$ cat src/rtl/r2sdf_bf_stage.sv
// Radix-2 SDF butterfly stage: first half-frame is parked in external delay FIFOs,
// second half emits half-scaled sums while the differences recirculate through the FIFOs.
`timescale 1ns/1ps
module r2sdf_bf_stage #(
    parameter int WIDTH     = 11,
    parameter int HALF_LOG2 = 5
) (
    input  logic                 clk,
    input  logic                 rst_n,
    input  logic                 in_valid,
    input  logic [WIDTH-1:0]     in_re,
    input  logic [WIDTH-1:0]     in_im,
    output logic                 in_ready,
    input  logic                 flush,
    output logic                 fifo_w_en,
    output logic                 fifo_r_en,
    output logic [WIDTH-1:0]     fifo_re_wdata,
    output logic [WIDTH-1:0]     fifo_im_wdata,
    input  logic [WIDTH-1:0]     fifo_re_rdata,
    input  logic [WIDTH-1:0]     fifo_im_rdata,
    output logic                 out_valid,
    output logic [WIDTH-1:0]     out_re,
    output logic [WIDTH-1:0]     out_im,
    output logic                 out_sel,
    output logic [HALF_LOG2-1:0] out_idx
);

    typedef enum logic [1:0] {FILL, BFLY, PASS, DRAIN} state_t;

    state_t               state_q, state_d;
    logic [HALF_LOG2-1:0] cnt_q, cnt_d;
    logic                 out_valid_q;
    logic [WIDTH-1:0]     out_re_q, out_im_q;
    logic                 out_sel_q;
    logic [HALF_LOG2-1:0] out_idx_q;

    logic             accept, step, cnt_wrap, butterfly, produce;
    logic [WIDTH-1:0] sum_re, sum_im, diff_re, diff_im;

    // Sign-extend by one bit so the sum cannot overflow, then floor-divide by two.
    function automatic logic [WIDTH-1:0] half_op(input logic [WIDTH-1:0] a,
                                                 input logic [WIDTH-1:0] b,
                                                 input logic             sub);
        logic signed [WIDTH:0] ea;
        logic signed [WIDTH:0] eb;
        logic signed [WIDTH:0] r;
        ea = {a[WIDTH-1], a};
        eb = {b[WIDTH-1], b};
        r  = sub ? (ea - eb) : (ea + eb);
        return WIDTH'(r >>> 1);
    endfunction

    assign accept    = in_valid && (state_q != DRAIN);
    assign step      = accept || (state_q == DRAIN);
    assign cnt_wrap  = (cnt_q == {HALF_LOG2{1'b1}});
    assign butterfly = (state_q == BFLY);

    assign sum_re  = half_op(fifo_re_rdata, in_re, 1'b0);
    assign sum_im  = half_op(fifo_im_rdata, in_im, 1'b0);
    assign diff_re = half_op(fifo_re_rdata, in_re, 1'b1);
    assign diff_im = half_op(fifo_im_rdata, in_im, 1'b1);

    assign in_ready      = (state_q != DRAIN);
    assign fifo_w_en     = accept;
    assign fifo_r_en     = (accept && (state_q != FILL)) || (state_q == DRAIN);
    assign fifo_re_wdata = butterfly ? diff_re : in_re;
    assign fifo_im_wdata = butterfly ? diff_im : in_im;
    // Every FIFO read yields exactly one output sample.
    assign produce       = fifo_r_en;

    always_comb begin
        state_d = state_q;
        cnt_d   = cnt_q;
        if (step) begin
            cnt_d = cnt_q + 1'b1;
            if (cnt_wrap) begin
                case (state_q)
                    FILL:    state_d = BFLY;
                    BFLY:    state_d = PASS;
                    PASS:    state_d = BFLY;
                    default: state_d = FILL;
                endcase
            end
        end else if ((state_q == PASS) && (cnt_q == '0) && flush && !in_valid) begin
            state_d = DRAIN;
        end
    end

    always_ff @(posedge clk or negedge rst_n) begin
        if (!rst_n) begin
            state_q     <= FILL;
            cnt_q       <= '0;
            out_valid_q <= 1'b0;
            out_re_q    <= '0;
            out_im_q    <= '0;
            out_sel_q   <= 1'b0;
            out_idx_q   <= '0;
        end else begin
            state_q     <= state_d;
            cnt_q       <= cnt_d;
            out_valid_q <= produce;
            if (produce) begin
                out_re_q  <= butterfly ? sum_re : fifo_re_rdata;
                out_im_q  <= butterfly ? sum_im : fifo_im_rdata;
                out_sel_q <= !butterfly;
                out_idx_q <= cnt_q;
            end
        end
    end

    assign out_valid = out_valid_q;
    assign out_re    = out_re_q;
    assign out_im    = out_im_q;
    assign out_sel   = out_sel_q;
    assign out_idx   = out_idx_q;

endmodule

$ cat config.mk
export PLATFORM = sky130hd
export DESIGN_NAME = r2sdf_bf_stage
export DESIGN_NICKNAME = d
export VERILOG_FILES = /design/src/rtl/r2sdf_bf_stage.sv
export SDC_FILE = /design/constraint.sdc
export NUM_CORES = 1
export LEC_CHECK = 0
export ABC_AREA = 1
export BUFFER_PORTS_ARGS = -buffer_cell sky130_fd_sc_hd__buf_2
export CAP_MARGIN = 15
export CORE_MARGIN = 2
export CORE_UTILIZATION = 45
export CTS_BUF_LIST = sky130_fd_sc_hd__clkbuf_4 sky130_fd_sc_hd__clkbuf_8 sky130_fd_sc_hd__clkbuf_16
export CTS_CLUSTER_SIZE = 40
export DETAILED_ROUTE_END_ITERATION = 6
export PLACE_DENSITY = 0.72
export REMOVE_ABC_BUFFERS = 1
export SYNTH_ARGS = -nofsm -noshare
export SYNTH_HDL_FRONTEND = slang
export SYNTH_SLANG_ARGS = --single-unit
$ cat constraint.sdc
create_clock -name clk -period 2.9 [get_ports clk]
set_input_delay 0.435 -clock clk [delete_from_list [all_inputs] [get_ports clk]]
set_output_delay 0.435 -clock clk [all_outputs]
set_load 0.02 [all_outputs]
==> impl_metrics.env, run 1 <==
export IMPL_cts_tree="yes"
export IMPL_m1WireLength_um=4950
export IMPL_grt_pass1_vias=4441
export IMPL_yosys_warnings=0
export IMPL_synthesis_instances=699
export IMPL_rsz0062_at_grt="false"
export IMPL_die_h_um=101
export IMPL_clk_pin_slew_worst_paths_ps=70
export IMPL_cts_setup_buffers=0
export IMPL_synth_top_area_share_pct=21.2
export IMPL_yosys_area_top_type="dfrtp_1"
export IMPL_vias_per_cell=5.19
export IMPL_setup_viol_count_final=0
export IMPL_ios=102
export IMPL_finalCriticalPeriod_ps=2590
export IMPL_drv_slew=0
export IMPL_fmax_mhz=386
export IMPL_peakVddDrop_mv=0.528
export IMPL_fin_setup_tns_ps=0
export IMPL_maxCapViolCount=0
export IMPL_ys_ff_latch=36
export IMPL_ys_types=30
export IMPL_firstDrtPassIters=5
export IMPL_powerDensity_nw_per_um2=823
export IMPL_ctsResizeCount=0
export IMPL_ys_top_cells_by_area="dfrtp_1, nand2_1, ha_1"
export IMPL_worst_hold_path_type="primary input to async pin"
export IMPL_grt_pass1_wl_um=19400
export IMPL_vias=4632
export IMPL_core_um2=9200
export IMPL_finalCritPeriodShare_pct=89.4
export IMPL_arrival_ps=2160
export IMPL_holdBufCountCts=0
export IMPL_cts_buffer_depth=2
export IMPL_grt_start_max_net_pins=44
export IMPL_cp_data_required_time_ps=2470
export IMPL_final_layout_size_suffix_gt1_share_pct=15.7
export IMPL_routed_top_layer="met4"
export IMPL_n_fill_cell=971
export IMPL_wl_met3_um=478
export IMPL_route_detailed_drc=0
export IMPL_status="finished, final reports clean"
export IMPL_seq_area_um2=901
export IMPL_nNetsFinal=875
export IMPL_gp_congestion=0.909
export IMPL_multiInputGateArea_um2=2780
export IMPL_cts_sinks=36
export IMPL_die_area_um2=10200
export IMPL_gr_usage_all_layers_pct=22.9
export IMPL_worstMarginPinSlew_ps=831
export IMPL_final_common_cell="nand2_1"
export IMPL_leakagePower_uw=0.00287
export IMPL_dp_hpwl_um=9020
export IMPL_clk_latency_ps=290
export IMPL_syn_area_um2=4250
export IMPL_wl_per_cell_um=12.7
export IMPL_row_count=35
export IMPL_area_delta_synth_final_pct=14.2
export IMPL_cp_max_fo=4
export IMPL_dieWidth_um=101
export IMPL_slew_headroom_pct=44.6
export IMPL_ctsHtreeMaxLevel=2
export IMPL_antenna_found_initial=0
export IMPL_drt_wl_total_um=11400
export IMPL_ys_seq_area_share_pct=21.2
export IMPL_path_class="primary input to primary output"
export IMPL_detail_route_antenna_nets=0
export IMPL_root_buffer="clkbuf_8"
export IMPL_antenna_cells=0
export IMPL_cts_made_buffers=5
export IMPL_hold_violations=0
export IMPL_portBuffers=101
export IMPL_met2_length_um=5690
export IMPL_syn_avg_cell_area_um2=6.08
export IMPL_drt_iter0_markers=157
export IMPL_final_cell_mix="nand2_1, inv_1, buf_2"
export IMPL_grt_overflow_total=0
export IMPL_holdWs_ps=245
export IMPL_fin_skew_ps=4.42
export IMPL_startpoint_type="primary input"
export IMPL_start_util_pct=46.2
export IMPL_endpoint_kind="primary output"
-- cells by family (layout without fill, tap and decap cells) --
group	after synthesis	after routing	share of synthesized area [%]
flops	36	36	21.2
buf+inv	138	220	13.4
compound gates	106	106	13.5
mux	1	1	0.235
xor+xnor	10	10	2.06
fa+ha+maj	47	47	14.5
simple gates	361	361	35.0
-- area by class of cell --
cell class / count / area share (%)
repair buffers: 103 / 11.0
clock inverters: 1 / 0.180
clock buffers: 7 / 1.73
well taps: 111 / 2.86
flip-flops and latches: 36 / 18.6
multi-input cells: 525 / 57.3
inverters: 109 / 8.43
-- worst max-delay path, stage by stage --
cell and delay (ps):
buf_2 110, inv_1 80, fa_1 390, inv_1 110
nand3_1 80, nand2_1 120, inv_1 60, o21ai_0 270
nor2_1 80, o22ai_1 210, buf_2 210
-- per-stage QoR --
stage	utilization [%]	cell area [um2]	setup WS [ps]	power [uW]	instances
global route	52.8	4850	133	4380	892
global placement	51.8	4760	436	3610	884
detailed placement	51.8	4760	372	3640	884
floorplan	-	4090	652	2710	670
finish	52.8	4850	308	3990	892
CTS	52.8	4850	357	4040	892
-- flip-flops by register name, summed over array words and instances, names as in the netlist --
name,cells
cnt_q,5
out_idx,5
out_im,11
out_re,11
out_sel,1
out_valid,1
state_q,2
-- cell usage after synthesis (all sizes together) --
| cell | count |
|---|---|
| a22o | 1 |
| inv | 109 |
| xor2 | 9 |
| fa | 4 |
| or2 | 2 |
| o21ai | 45 |
| xnor2 | 1 |
| o21bai | 6 |
| clkbuf | 3 |
| mux2i | 1 |
| nand3 | 58 |
| nor4 | 1 |
| buf | 26 |
| nor3 | 4 |
| nand4 | 11 |
| dfrtp | 36 |
| o22ai | 4 |
| ha | 43 |
| a22oi | 1 |
| nand2 | 219 |
| nor2 | 66 |
| a21oi | 49 |
-- worst paths after layout --
check,from,slack (ps),depth (start not counted),endpoint
worst min-delay path,rst_n,250,1,out_im[7]
min in group clk,fifo_re_rdata[0],460,3,out_re[0]
worst max-delay path,fifo_im_rdata[1],310,11,fifo_im_wdata[5]
worst max register to register,state_q[0],1100,6,out_im[1]
max in group asynchronous,rst_n,2130,1,out_im[1]
worst min register to register,out_im[8],480,2,out_im[8]
-- where the power goes --
group | internal [uW] | leakage [uW] | total (uW) | switching [uW]
sequential | 756 | 0.000430 | 929 | 173
clock | 190 | 0.0000493 | 376 | 186
combinational | 868 | 0.00239 | 2690 | 1820
-- routing by layer --
layer / up-vias / GRT usage, %
li1: 2361 / -
met1: 2128 / 28.8
met4: 0 / 7.28
met2: 128 / 42.0
met5: - / 0
met3: 15 / 1.10
Note: power is estimated with default switching activity, not from simulation.
==> run 2, diff against run 1 <==
Settings changed: GPL_TIMING_DRIVEN set to 0.
==> impl_metrics.env, run 2 (synthesis results as in run 1) <==
export IMPL_timing_rr_end="out_im[5]"
export IMPL_die_area_um2=10200
export IMPL_fin_setup_tns_ps=0
export IMPL_path_cells="inv_2 -> nor2_8 -> inv_2 -> a21oi_1 -> o21ai_0 -> o21ai_0 -> buf_2"
export IMPL_detail_route_antenna_nets=0
export IMPL_grt_pass1_wl_um=19200
export IMPL_cts_tree="yes"
export IMPL_slew_headroom_pct=25.6
export IMPL_cts_buffer_depth=2
export IMPL_clkPwrFrac_pct=9.8
export IMPL_route_detailed_drc=0
export IMPL_portBuffers=101
export IMPL_swShare_pct=55.1
export IMPL_multiInputGateArea_um2=2790
export IMPL_firstDrtPassIters=5
export IMPL_crit_slowest_cell="dfrtp_1"
export IMPL_arrival_ps=2300
export IMPL_path_class="flop to primary output"
export IMPL_grt_overflow_total=0
export IMPL_fin_skew_ps=9.36
export IMPL_clk_latency_ps=290
export IMPL_row_count=35
export IMPL_n_fill_cell=938
export IMPL_grt_start_max_net_pins=45
export IMPL_drt_wl_total_um=11400
export IMPL_cp_data_required_time_ps=2470
export IMPL_antenna_cells=0
export IMPL_dp_hpwl_um=8790
export IMPL_final_cell_mix="nand2_1, inv_1, buf_2"
export IMPL_root_buffer="clkbuf_8"
export IMPL_reg2reg_from="state_q[1]"
export IMPL_wl_per_cell_um=12.8
export IMPL_fmax_mhz=365
export IMPL_finalNonFillerCells=891
export IMPL_dpl_cell_count=882
export IMPL_finalCritPeriodShare_pct=94.4
export IMPL_rrSetupSlack_ps=850
export IMPL_p_comb_share_pct=67.0
export IMPL_power_total_uw=3980
export IMPL_dieWidth_um=101
export IMPL_vias_per_cell=5.17
export IMPL_ios=102
export IMPL_power_internal_uw=1790
export IMPL_final_common_cell="nand2_1"
export IMPL_path_buf_inv=3
export IMPL_maxCapViolCount=0
export IMPL_status="finished, final reports clean"
export IMPL_vias=4604
export IMPL_area_delta_synth_final_pct=13.9
export IMPL_drt_iter0_markers=191
export IMPL_grt_pass1_vias=4382
export IMPL_startpoint_type="flop"
export IMPL_endpoint_kind="primary output"
export IMPL_gr_usage_all_layers_pct=22.7
export IMPL_crit_family="buffers and inverters"
export IMPL_leakagePower_uw=0.00286
export IMPL_cp_max_fo=32
export IMPL_cts_made_buffers=5
export IMPL_die_h_um=101
export IMPL_seq_area_um2=901
export IMPL_finalCriticalPeriod_ps=2740
export IMPL_p_seq_share_pct=23.2
export IMPL_crit_start="state_q[0]"
export IMPL_peakVddDrop_mv=0.278
export IMPL_cts_sinks=36
export IMPL_reg2reg_depth=4
export IMPL_clk_pin_slew_worst_paths_ps=70
export IMPL_rsz0062_at_grt="true"
export IMPL_gp_congestion=0.911
export IMPL_powerDensity_nw_per_um2=821
export IMPL_hold_violations=0
export IMPL_antenna_found_initial=0
export IMPL_worstMarginPinSlew_ps=1110
export IMPL_cpPeakStageDelay_ps=500
export IMPL_core_um2=9200
export IMPL_drv_slew=0
export IMPL_critical_path_endpoint="fifo_im_wdata[1]"
export IMPL_worst_hold_path_type="primary input to async pin"
export IMPL_start_util_pct=46.2
export IMPL_ctsHtreeMaxLevel=2
export IMPL_path_depth=7
export IMPL_setup_viol_count_final=0
export IMPL_power_switching_uw=2190
export IMPL_final_layout_size_suffix_gt1_share_pct=15.6
export IMPL_nNetsFinal=874
==> run 2: cell count changes in the layout (fill, tap and decap cells not counted), sizes merged <==
| cell | previous run | this run |
|---|---|---|
| buf | 103 | 101 |
| inv | 109 | 110 |
| nor2 | 66 | 67 |
| clkbuf | 7 | 6 |
==> run 2: worst min-delay path by stage <==
stage,slack (ps),from,depth (start not counted),end
CTS,260,rst_n,1,out_idx[1]
finish,240,rst_n,1,out_im[8]
global route,300,rst_n,1,out_im[8]
floorplan,140,rst_n,0,cnt_q[0]
global placement,460,out_idx[3],2,out_idx[3]
detailed placement,460,out_idx[3],2,out_idx[3]
==> run 2: power by group through the flow <==
stage               sequential (uW)  clock [uW]  combinational [uW]
floorplan                      1170           0                1550
global placement                922           0                2600
detailed placement              930           0                2640
CTS                             928         406                2680
global route                    963         426                2960
finish                          925         390                2660
==> run 2: area by class of cell <==
type | instances | share of cell area, %
multi-input cells | 526 | 57.6
flip-flops and latches | 36 | 18.6
repair buffers | 101 | 10.4
inverters | 109 | 8.50
well taps | 111 | 2.87
clock buffers | 6 | 1.70
clock inverters | 2 | 0.284
==> run 2: repair_timing <==
action	4_1_cts	5_1_grt
pin swaps	1	1
setup buffers	0	0
setup endpoints to repair	3	3
gates cloned	1	0
gates resized for setup	0	1
hold buffers	0	0
==> run 2: worst register-to-register path, cell delays in order, from the launching register on <==
cell and delay (ps):
dfrtp_1 570, o21ai_4 940, inv_4 200, o21ai_0 150, o21ai_1 90
==> run 2: through the flow <==
stage                     setup WS [ps]  util [%]  area, um2  hold WS, ps
after global placement              200      51.5       4730          461
after global routing              -36.7      52.7       4840          305
after detailed placement            161      51.5       4730          461
after floorplan                     652         -       4090          139
after CTS                          24.4      52.7       4840          260
final                               163      52.7       4840          238
==> run 2: routing by layer <==
metal  global-route usage, %  routed length [um]  up-vias  share of wire [%]
met5                       0                   0        -                  0
met3                    1.66                 464       15                4.1
met2                    41.3                5640      131                 50
met1                    28.9                5100     2089                 45
met4                    6.24                 183        0                1.6
li1                        -                   -     2369                  -
==> run 3, diff against run 2 <==
--- a/constraint.sdc
+++ b/constraint.sdc
@@ -3,2 +3,2 @@
 set_output_delay 0.435 -clock clk [all_outputs]
-set_load 0.02 [all_outputs]
+set_load 0.005 [all_outputs]
==> impl_metrics.env, run 3 (synthesis results as in run 1) <==
export IMPL_status="finished, final reports clean"
export IMPL_crit_slowest_cell="dfrtp_1"
export IMPL_cts_buffer_depth=2
export IMPL_grt_pass1_vias=4382
export IMPL_peakVddDrop_mv=0.270
export IMPL_path_buf_inv=3
export IMPL_cts_setup_buffers=0
export IMPL_layout_setup_ws_ps=214
export IMPL_path_class="flop to primary output"
export IMPL_worst_hold_path_type="primary input to async pin"
export IMPL_leakagePower_uw=0.00286
export IMPL_grt_start_max_net_pins=45
export IMPL_setup_viol_count_final=0
export IMPL_hold_violations=0
export IMPL_final_cell_mix="nand2_1, inv_1, buf_2"
export IMPL_grt_pass1_wl_um=19200
export IMPL_power_total_uw=3480
export IMPL_powerDensity_nw_per_um2=719
export IMPL_vias_per_cell=5.17
export IMPL_cpPeakStageDelay_ps=500
export IMPL_row_count=35
export IMPL_nNetsFinal=874
export IMPL_antenna_found_initial=0
export IMPL_fin_setup_tns_ps=0
export IMPL_wl_per_cell_um=12.8
export IMPL_cp_max_fo=32
export IMPL_finalCriticalPeriod_ps=2690
export IMPL_startpoint_type="flop"
export IMPL_clk_pin_slew_worst_paths_ps=70
export IMPL_cts_sinks=36
export IMPL_die_h_um=101
export IMPL_fmax_mhz=372
export IMPL_finalNonFillerCells=891
export IMPL_start_util_pct=46.2
export IMPL_rsz0062_at_grt="false"
export IMPL_drt_iter0_markers=199
export IMPL_cp_data_required_time_ps=2470
export IMPL_finalCritPeriodShare_pct=92.6
export IMPL_pre_cts_ws_ps=212
export IMPL_maxCapViolCount=0
export IMPL_final_layout_size_suffix_gt1_share_pct=15.6
export IMPL_holdBufCountCts=0
export IMPL_dpl_cell_count=882
export IMPL_crit_family="buffers and inverters"
export IMPL_clk_latency_ps=290
export IMPL_grtUsageMet1_pct=28.9
export IMPL_grt_overflow_total=0
export IMPL_ctsHtreeMaxLevel=2
export IMPL_grt_busiest_layer="met2"
export IMPL_gr_usage_all_layers_pct=22.7
export IMPL_area_delta_synth_final_pct=13.9
export IMPL_cts_made_buffers=5
export IMPL_gr_usage_met3_pct=1.66
export IMPL_dp_hpwl_um=8790
export IMPL_grt_use_met2_pct=41.3
export IMPL_root_buffer="clkbuf_8"
export IMPL_arrival_ps=2250
export IMPL_cts_tree="yes"
export IMPL_gp_congestion=0.911
export IMPL_worstMarginPinSlew_ps=1120
export IMPL_vias=4606
export IMPL_route_detailed_drc=0
export IMPL_fin_skew_ps=9.58
export IMPL_slew_headroom_pct=25.1
export IMPL_endpoint_kind="primary output"
export IMPL_drv_slew=0
export IMPL_holdWs_ps=238
export IMPL_die_area_um2=10200
export IMPL_core_um2=9200
export IMPL_dieWidth_um=101
export IMPL_portBuffers=101
export IMPL_antenna_cells=0
export IMPL_drt_wl_total_um=11400
export IMPL_firstDrtPassIters=5
export IMPL_final_common_cell="nand2_1"
export IMPL_path_cells="inv_2 -> nor2_8 -> inv_2 -> a21oi_1 -> o21ai_0 -> o21ai_0 -> buf_2"
export IMPL_detail_route_antenna_nets=0
export IMPL_ios=102
[run 3: cell counts in the layout (fill, tap and decap cells not counted)]
Identical to the previous run, type by type.
[run 3: metrics by stage]
stage / area [um2] / util (%)
2_1_floorplan: 4090 / -
3_3_place_gp: 4730 / 51.5
3_5_place_dp: 4730 / 51.5
4_1_cts: 4840 / 52.7
5_1_grt: 4840 / 52.7
6_report: 4840 / 52.7
[run 3: worst register-to-register path, delay by kind of cell (launching register included)]
family	cells	cell delay [ps]
AOI/OAI and AO/OA	3	1190
buffers and inverters	1	200
DFF	1	570
[run 3: per-layer routing]
metal,vias up,wire length (um)
met5,-,0
met4,0,189
met3,17,516
met2,134,5620
met1,2087,5060
li1,2368,-
[run 3: path summary, 6_finish.rpt]
kind / start / end / slack (ps) / cells past startpoint
worst max register to register: state_q[1] / out_im[5] / 840 / 4
min in group clk: fifo_re_rdata[0] / out_re[0] / 460 / 3
worst max-delay path: state_q[0] / fifo_im_wdata[1] / 210 / 7
worst min-delay path: rst_n / out_im[8] / 240 / 1
worst min register to register: out_idx[3] / out_idx[3] / 480 / 2
max in group asynchronous: rst_n / cnt_q[4] / 2160 / 1
[run 3: report_power, final]
| group | total (uW) | internal [uW] | leakage (uW) | switching [uW] |
|---|---|---|---|---|
| logic | 2170 | 826 | 0.00238 | 1340 |
| registers | 925 | 755 | 0.000430 | 170 |
| clock network | 390 | 194 | 0.0000516 | 195 |
| total | 3480 | 1780 | 0.00286 | 1710 |
[run 3: final cells by class]
class | count | area, um2
Clock buffer | 6 | 82.6
Clock inverter | 2 | 13.8
Fill cell | 938 | 4350
Inverter | 109 | 412
Multi-Input combinational cell | 526 | 2790
Sequential cell | 36 | 901
Tap cell | 111 | 139
Timing Repair Buffer | 101 | 505
[run 3: timing repair]
item	4_1_cts	5_1_grt
gates cloned	1	0
pin swaps	1	1
gates resized for setup	0	1
setup endpoints to repair	2	1
